$ cat src/rtl/fpga_cfg_pkg.sv
// Shared definitions for the CLB configuration loader.
//   CLB_CFG_W      : config bits per CLB
//   CFG_MAGIC      : frame start byte
//   *_LSB / *_W    : field layout inside one CLB config word
//   cfg_state_e    : loader FSM states
package fpga_cfg_pkg;

    localparam int          CLB_CFG_W = 13;
    localparam logic [7:0]  CFG_MAGIC = 8'hA5;

    // CLB config word layout
    localparam int MODE_LSB   = 0;
    localparam int MODE_W     = 2;
    localparam int ASEL_LSB   = 2;
    localparam int ASEL_W     = 3;
    localparam int BSEL_LSB   = 5;
    localparam int BSEL_W     = 3;
    localparam int ROUTE_LSB  = 8;
    localparam int ROUTE_W    = 4;
    localparam int USEFF_LSB  = 12;
    localparam int USEFF_W    = 1;

    typedef enum logic [1:0] {
        ST_IDLE  = 2'd0,
        ST_LOAD  = 2'd1,
        ST_CHECK = 2'd2,
        ST_DONE  = 2'd3
    } cfg_state_e;

    // Payload bytes needed to carry tot_w config bits.
    function automatic int cfg_nbytes(input int tot_w);
        return (tot_w + 7) / 8;
    endfunction

endpackage

$ cat src/rtl/fpga_cfg_loader.sv
// Byte-stream configuration loader for the CLB array.
// Frame: MAGIC, NBYTES payload bytes (LSB first), XOR checksum of payload.
// The frame is built in a shadow register and copied to the active config
// in one cycle only when the checksum matches, so cfg_o never shows a
// partial or corrupt frame.
// Ports:
//   clk_i, rst_ni          clock, async active-low reset
//   in_data_i/valid/ready  byte stream in (transfer = valid & ready)
//   abort_i                sync abort of the frame in progress
//   cfg_o                  active config, CLB k at cfg_o[k*13 +: 13]
//   cfg_valid_o            set after the first successful commit
//   busy_o                 FSM not idle
//   done_o                 one-cycle pulse after a commit
//   err_o                  sticky checksum error, cleared by next MAGIC
module fpga_cfg_loader
    import fpga_cfg_pkg::*;
#(
    parameter int NUM_CLB = 4
) (
    input  logic                           clk_i,
    input  logic                           rst_ni,
    input  logic [7:0]                     in_data_i,
    input  logic                           in_valid_i,
    output logic                           in_ready_o,
    input  logic                           abort_i,
    output logic [NUM_CLB*CLB_CFG_W-1:0]   cfg_o,
    output logic                           cfg_valid_o,
    output logic                           busy_o,
    output logic                           done_o,
    output logic                           err_o
);

    localparam int TOT_W  = NUM_CLB * CLB_CFG_W;
    localparam int NBYTES = cfg_nbytes(TOT_W);
    localparam int SH_W   = NBYTES * 8;
    localparam int CNT_W  = (NBYTES > 1) ? $clog2(NBYTES) : 1;
    localparam logic [CNT_W-1:0] LAST_IDX = CNT_W'(NBYTES - 1);

    cfg_state_e         state_q, state_d;
    logic [CNT_W-1:0]   byte_cnt_q, byte_cnt_d;
    logic [7:0]         csum_q, csum_d;
    logic [SH_W-1:0]    shadow_q, shadow_d;
    logic [TOT_W-1:0]   cfg_q, cfg_d;
    logic               cfg_valid_q, cfg_valid_d;
    logic               err_q, err_d;

    logic               ready;
    logic               accept;
    logic               csum_ok;
    logic               shadow_pad_unused;

    assign accept  = in_valid_i & ready;
    assign csum_ok = (in_data_i == csum_q);

    // Pad bits above TOT_W are stored but never reach the CLBs.
    assign shadow_pad_unused = ^shadow_q;

    // ---------------- state register + datapath flops ----------------
    always_ff @(posedge clk_i or negedge rst_ni) begin
        if (!rst_ni) begin
            state_q     <= ST_IDLE;
            byte_cnt_q  <= '0;
            csum_q      <= '0;
            shadow_q    <= '0;
            cfg_q       <= '0;
            cfg_valid_q <= 1'b0;
            err_q       <= 1'b0;
        end else begin
            state_q     <= state_d;
            byte_cnt_q  <= byte_cnt_d;
            csum_q      <= csum_d;
            shadow_q    <= shadow_d;
            cfg_q       <= cfg_d;
            cfg_valid_q <= cfg_valid_d;
            err_q       <= err_d;
        end
    end

    // ---------------- next-state logic ----------------
    always_comb begin
        state_d = state_q;
        if (abort_i) begin
            // DONE also falls back to IDLE; the commit already happened.
            state_d = ST_IDLE;
        end else begin
            unique case (state_q)
                ST_IDLE:  if (accept && in_data_i == CFG_MAGIC) state_d = ST_LOAD;
                ST_LOAD:  if (accept && byte_cnt_q == LAST_IDX) state_d = ST_CHECK;
                ST_CHECK: if (accept) state_d = csum_ok ? ST_DONE : ST_IDLE;
                ST_DONE:  state_d = ST_IDLE;
                default:  state_d = ST_IDLE;
            endcase
        end
    end

    // ---------------- datapath next values ----------------
    always_comb begin
        byte_cnt_d  = byte_cnt_q;
        csum_d      = csum_q;
        shadow_d    = shadow_q;
        cfg_d       = cfg_q;
        cfg_valid_d = cfg_valid_q;
        err_d       = err_q;
        if (abort_i) begin
            // Active config and the error flag survive an abort.
            byte_cnt_d = '0;
            csum_d     = '0;
        end else begin
            unique case (state_q)
                ST_IDLE: begin
                    if (accept && in_data_i == CFG_MAGIC) begin
                        byte_cnt_d = '0;
                        csum_d     = '0;
                        err_d      = 1'b0;
                    end
                end
                ST_LOAD: begin
                    if (accept) begin
                        for (int i = 0; i < NBYTES; i++) begin
                            if (byte_cnt_q == CNT_W'(i)) shadow_d[i*8 +: 8] = in_data_i;
                        end
                        csum_d     = csum_q ^ in_data_i;
                        byte_cnt_d = byte_cnt_q + 1'b1;
                    end
                end
                ST_CHECK: begin
                    if (accept) begin
                        if (csum_ok) begin
                            cfg_d       = shadow_q[TOT_W-1:0];
                            cfg_valid_d = 1'b1;
                        end else begin
                            err_d = 1'b1;
                        end
                    end
                end
                default: ;
            endcase
        end
    end

    // ---------------- outputs ----------------
    always_comb begin
        ready       = !abort_i && (state_q != ST_DONE);
        in_ready_o  = ready;
        busy_o      = (state_q != ST_IDLE);
        done_o      = (state_q == ST_DONE);
        cfg_o       = cfg_q;
        cfg_valid_o = cfg_valid_q;
        err_o       = err_q;
    end

endmodule

$ cat config.mk
export PLATFORM = sky130hd
export DESIGN_NAME = fpga_cfg_loader
export DESIGN_NICKNAME = d
export VERILOG_FILES = /design/src/rtl/fpga_cfg_pkg.sv /design/src/rtl/fpga_cfg_loader.sv
export SDC_FILE = /design/constraint.sdc
export NUM_CORES = 1
export LEC_CHECK = 0
export CAP_MARGIN = 20
export CORE_MARGIN = 8
export CORE_UTILIZATION = 36
export CTS_CLUSTER_SIZE = 25
export DETAILED_ROUTE_END_ITERATION = 10
export SYNTH_ARGS = -nofsm -noshare
export SYNTH_HDL_FRONTEND = slang
export SYNTH_SLANG_ARGS = --single-unit
$ cat constraint.sdc
create_clock -name clk_i -period 2.4 [get_ports clk_i]
set_input_delay 0.48 -clock clk_i [delete_from_list [all_inputs] [get_ports clk_i]]
set_output_delay 0.48 -clock clk_i [all_outputs]
set_load 0.005 [all_outputs]
==> results.json <==
{
  "grt_usage_pct": 13.5,
  "synth_cell_type_count": 39,
  "use_met1_pct": 17.6,
  "slew_headroom_pct": 53.7,
  "vias": 3079,
  "cts_tree": "built",
  "finalHoldViolCount": 0,
  "synthMuxAreaShare_pct": 26.4,
  "setup-tns-final_ns": 0,
  "critPathMaxFanout": 8,
  "criticalPathCategory": "flop to output port",
  "fin_ws_ns": 0.185,
  "finalCritPeriodShare_pct": 92.3,
  "dieArea_mm2": 0.0185,
  "r2r_end": "cfg_o[40]",
  "yosysSeqAreaShare_pct": 57.5,
  "reg2reg_setup_slack_ns": 0.35,
  "finClkSkew_ns": 0.00614,
  "die_w_um": 136,
  "synth_top_area_share_pct": 57.5,
  "slew_viol_final": 0,
  "crit_path_cell_trace": "and2_1, nor2_1, clkdlybuf4s50_1",
  "cts_resized": 0,
  "fillerInstances": 1287,
  "r2r_cells": 5,
  "area_growth_pct": 32.6,
  "max_freq_mhz": 451,
  "finalSetupViolations": 0,
  "ys_warn_count": 0,
  "synth_edf_count": 0,
  "clock-sinks": 119,
  "clkTransAtPathRegs_ns": 0.05,
  "io_pins": 69,
  "ant_nets": 0,
  "critical_path.slowest_cell": "clkdlybuf4s50_1",
  "dp_cells": 609,
  "grt_pass1_wl_um": 19100,
  "top_usage_layer": "met2",
  "nets": 461,
  "n_antenna_cell": 0,
  "final_cell_mix": "dfrtp_1 (119), clkdlybuf4s50_1 (67), mux2_4 (49), mux2_2 (39), buf_4 (33)",
  "finalPower_mw": 4.95,
  "async_reset_ff_share_pct": 100,
  "first_iter_violations": 158,
  "synth_top_family_by_area": "multiplexers",
  "grtUsageMet3_pct": 4.73,
  "maxCapViolCount": 0,
  "final_cells": 641,
  "regArea_mm2": 0.00298,
  "ys.flop_type": "dfrtp_1",
  "core_area_mm2": 0.0143,
  "reg2reg_from": "state_q[0]",
  "power_density_mw_per_mm2": 721,
  "cp-start-kind": "flop",
  "grt_start_max_net_pins": 54,
  "max-vdd-ir-drop_mv": 0.473,
  "dp_slack_ns": -0.149,
  "synth_area_mm2": 0.00517,
  "vias_per_cell": 4.80,
  "yosys.area_share.xor_xnor_pct": 1.35,
  "place_congestion": 0.876,
  "crit_path_end_kind": "output port",
  "clockRootBuffer": "clkbuf_16",
  "synth_fp_nets": 357,
  "avgRoutedWirePerCell_um": 18.2,
  "cts.hold.buffers_added": 0,
  "finalCriticalPeriod_ns": 2.22,
  "multi_input_area_mm2": 0.00199,
  "start_util_pct": 36.2,
  "crit_family": "buffers and inverters",
  "syn_inst": 340,
  "numCtsBuffers": 17,
  "clock_latency_ns": 0.40,
  "synth-seq-cells": 119,
  "rows": 44,
  "grt_use_met2_pct": 20.7,
  "hpwl_um": 8230,
  "hp-class": "input port to asynchronous set/reset pin",
  "yosys.area_share.simple_pct": 6.55,
  "drive_gt1_share_pct": 35.4,
  "cts_max_level": 4,
  "worstMarginPinSlew_ns": 0.694,
  "grt_pass1_vias": 3423,
  "leakage_nw": 3.31,
  "cp.required_ns": 1.92,
  "slowest_delay_ns": 0.51,
  "port_buffers": 68,
  "clk_path_buf_depth": 2,
  "cts_setup_buffers": 0,
  "drt_wl_total_um": 11600,
  "synth_compound_area_share_pct": 3.05,
  "status": "finished, final reports clean",
  "crit_arrival_ns": 1.74,
  "crit_buf_inv": 1,
  "syn_avg_cell_area_um2": 15.2,
  "antenna_found_initial": 0,
  "rsz0062_at_grt": "no",
  "synth.top_cells.by_area": "dfrtp_1 (58%), mux2_4 (14%), mux2_2 (8.5%), mux2_1 (3.5%), buf_12 (2.3%)",
  "drc": 0,
  "synthAdderAreaFrac_pct": 1.21,
  "first_pass_iters": 4,
  "final_common_cell": "dfrtp_1",
  "globalRoute.totalOverflow": 0,
  "die_y_um": 136,
  "yosys.area.top_type": "dfrtp_1"
}
## logic make-up after synthesis
group	count (synthesis)
AO/OA/AOI/OAI	23
multiplexers	105
AND/OR/NAND/NOR	57
flip-flops	119
XOR/XNOR	8
buffers and inverters	23
adder cells (fa/ha/maj)	5
## cells in the mapped netlist, types with 2 or more instances
master / count
nand3_1: 4
a21oi_1: 5
buf_2: 3
or2_2: 2
inv_1: 4
dfrtp_1: 119
buf_12: 6
o21ai_0: 4
clkbuf_1: 8
nand3b_1: 9
ha_1: 5
o311ai_1: 7
mux2_2: 39
nor2_1: 13
mux2_1: 16
nor3_1: 2
nand4_1: 2
o21ai_1: 2
nand2_1: 11
buf_6: 2
nand2b_1: 4
xor2_1: 8
mux2_4: 49
## per-stage QoR
step                      hold WS, ns  utilization, %  area (µm²)
after floorplan                 0.184               -        5170
after global placement          0.458            43.4        6220
after detailed placement        0.461            43.4        6220
after CTS                       0.142            47.9        6860
after global routing            0.167            47.9        6860
final                           0.127            47.9        6860
## sequential cells by signal, summed over array words and instances (netlist names)
name / flops
byte_cnt_q: 3
err_o: 1
state_q: 2
shadow_q: 52
csum_q: 8
cfg_valid_o: 1
cfg_o: 52
## power by group
| part | internal [mW] | total, mW | switching, mW | leakage, nW |
|---|---|---|---|---|
| clock | 1.86 | 2.74 | 0.878 | 0.313 |
| sequential | 2.03 | 2.04 | 0.0104 | 1.66 |
| combinational | 0.0682 | 0.170 | 0.102 | 1.34 |
## per-layer routing
| metal | part of all wire [%] | up-vias |
|---|---|---|
| met5 | 0 | - |
| met2 | 47 | 68 |
| li1 | - | 1425 |
| met3 | 6.4 | 8 |
| met4 | 0.78 | 0 |
| met1 | 46 | 1578 |
## worst register-to-register path: cells and delay by family, from the launching register on
| family | cells | cell delay, ns |
|---|---|---|
| DFF | 1 | 0.46 |
| muxes | 1 | 0.34 |
| buffers and inverters | 1 | 0.20 |
| and+or+nand+nor | 3 | 0.93 |
## worst max path at each step
stage          depth (start not counted)          from             to
3_5_place_dp                           8  in_data_i[7]      csum_q[0]
2_1_floorplan                          7  in_data_i[7]       cfg_o[0]
4_1_cts                                3    state_q[0]     in_ready_o
3_3_place_gp                           7  in_data_i[7]  byte_cnt_q[2]
5_1_grt                                7  in_data_i[7]  byte_cnt_q[2]
6_report                               3    state_q[0]     in_ready_o
## cell type report
type,count,share of cell area (%)
tap,184,3.36
multi-input combinational,198,29.1
timing repair buffer,104,14.6
sequential,119,43.4
clock buffer,19,6.46
clock inverter,13,2.95
inverter,4,0.219
Power figures use the tool's default switching activity.
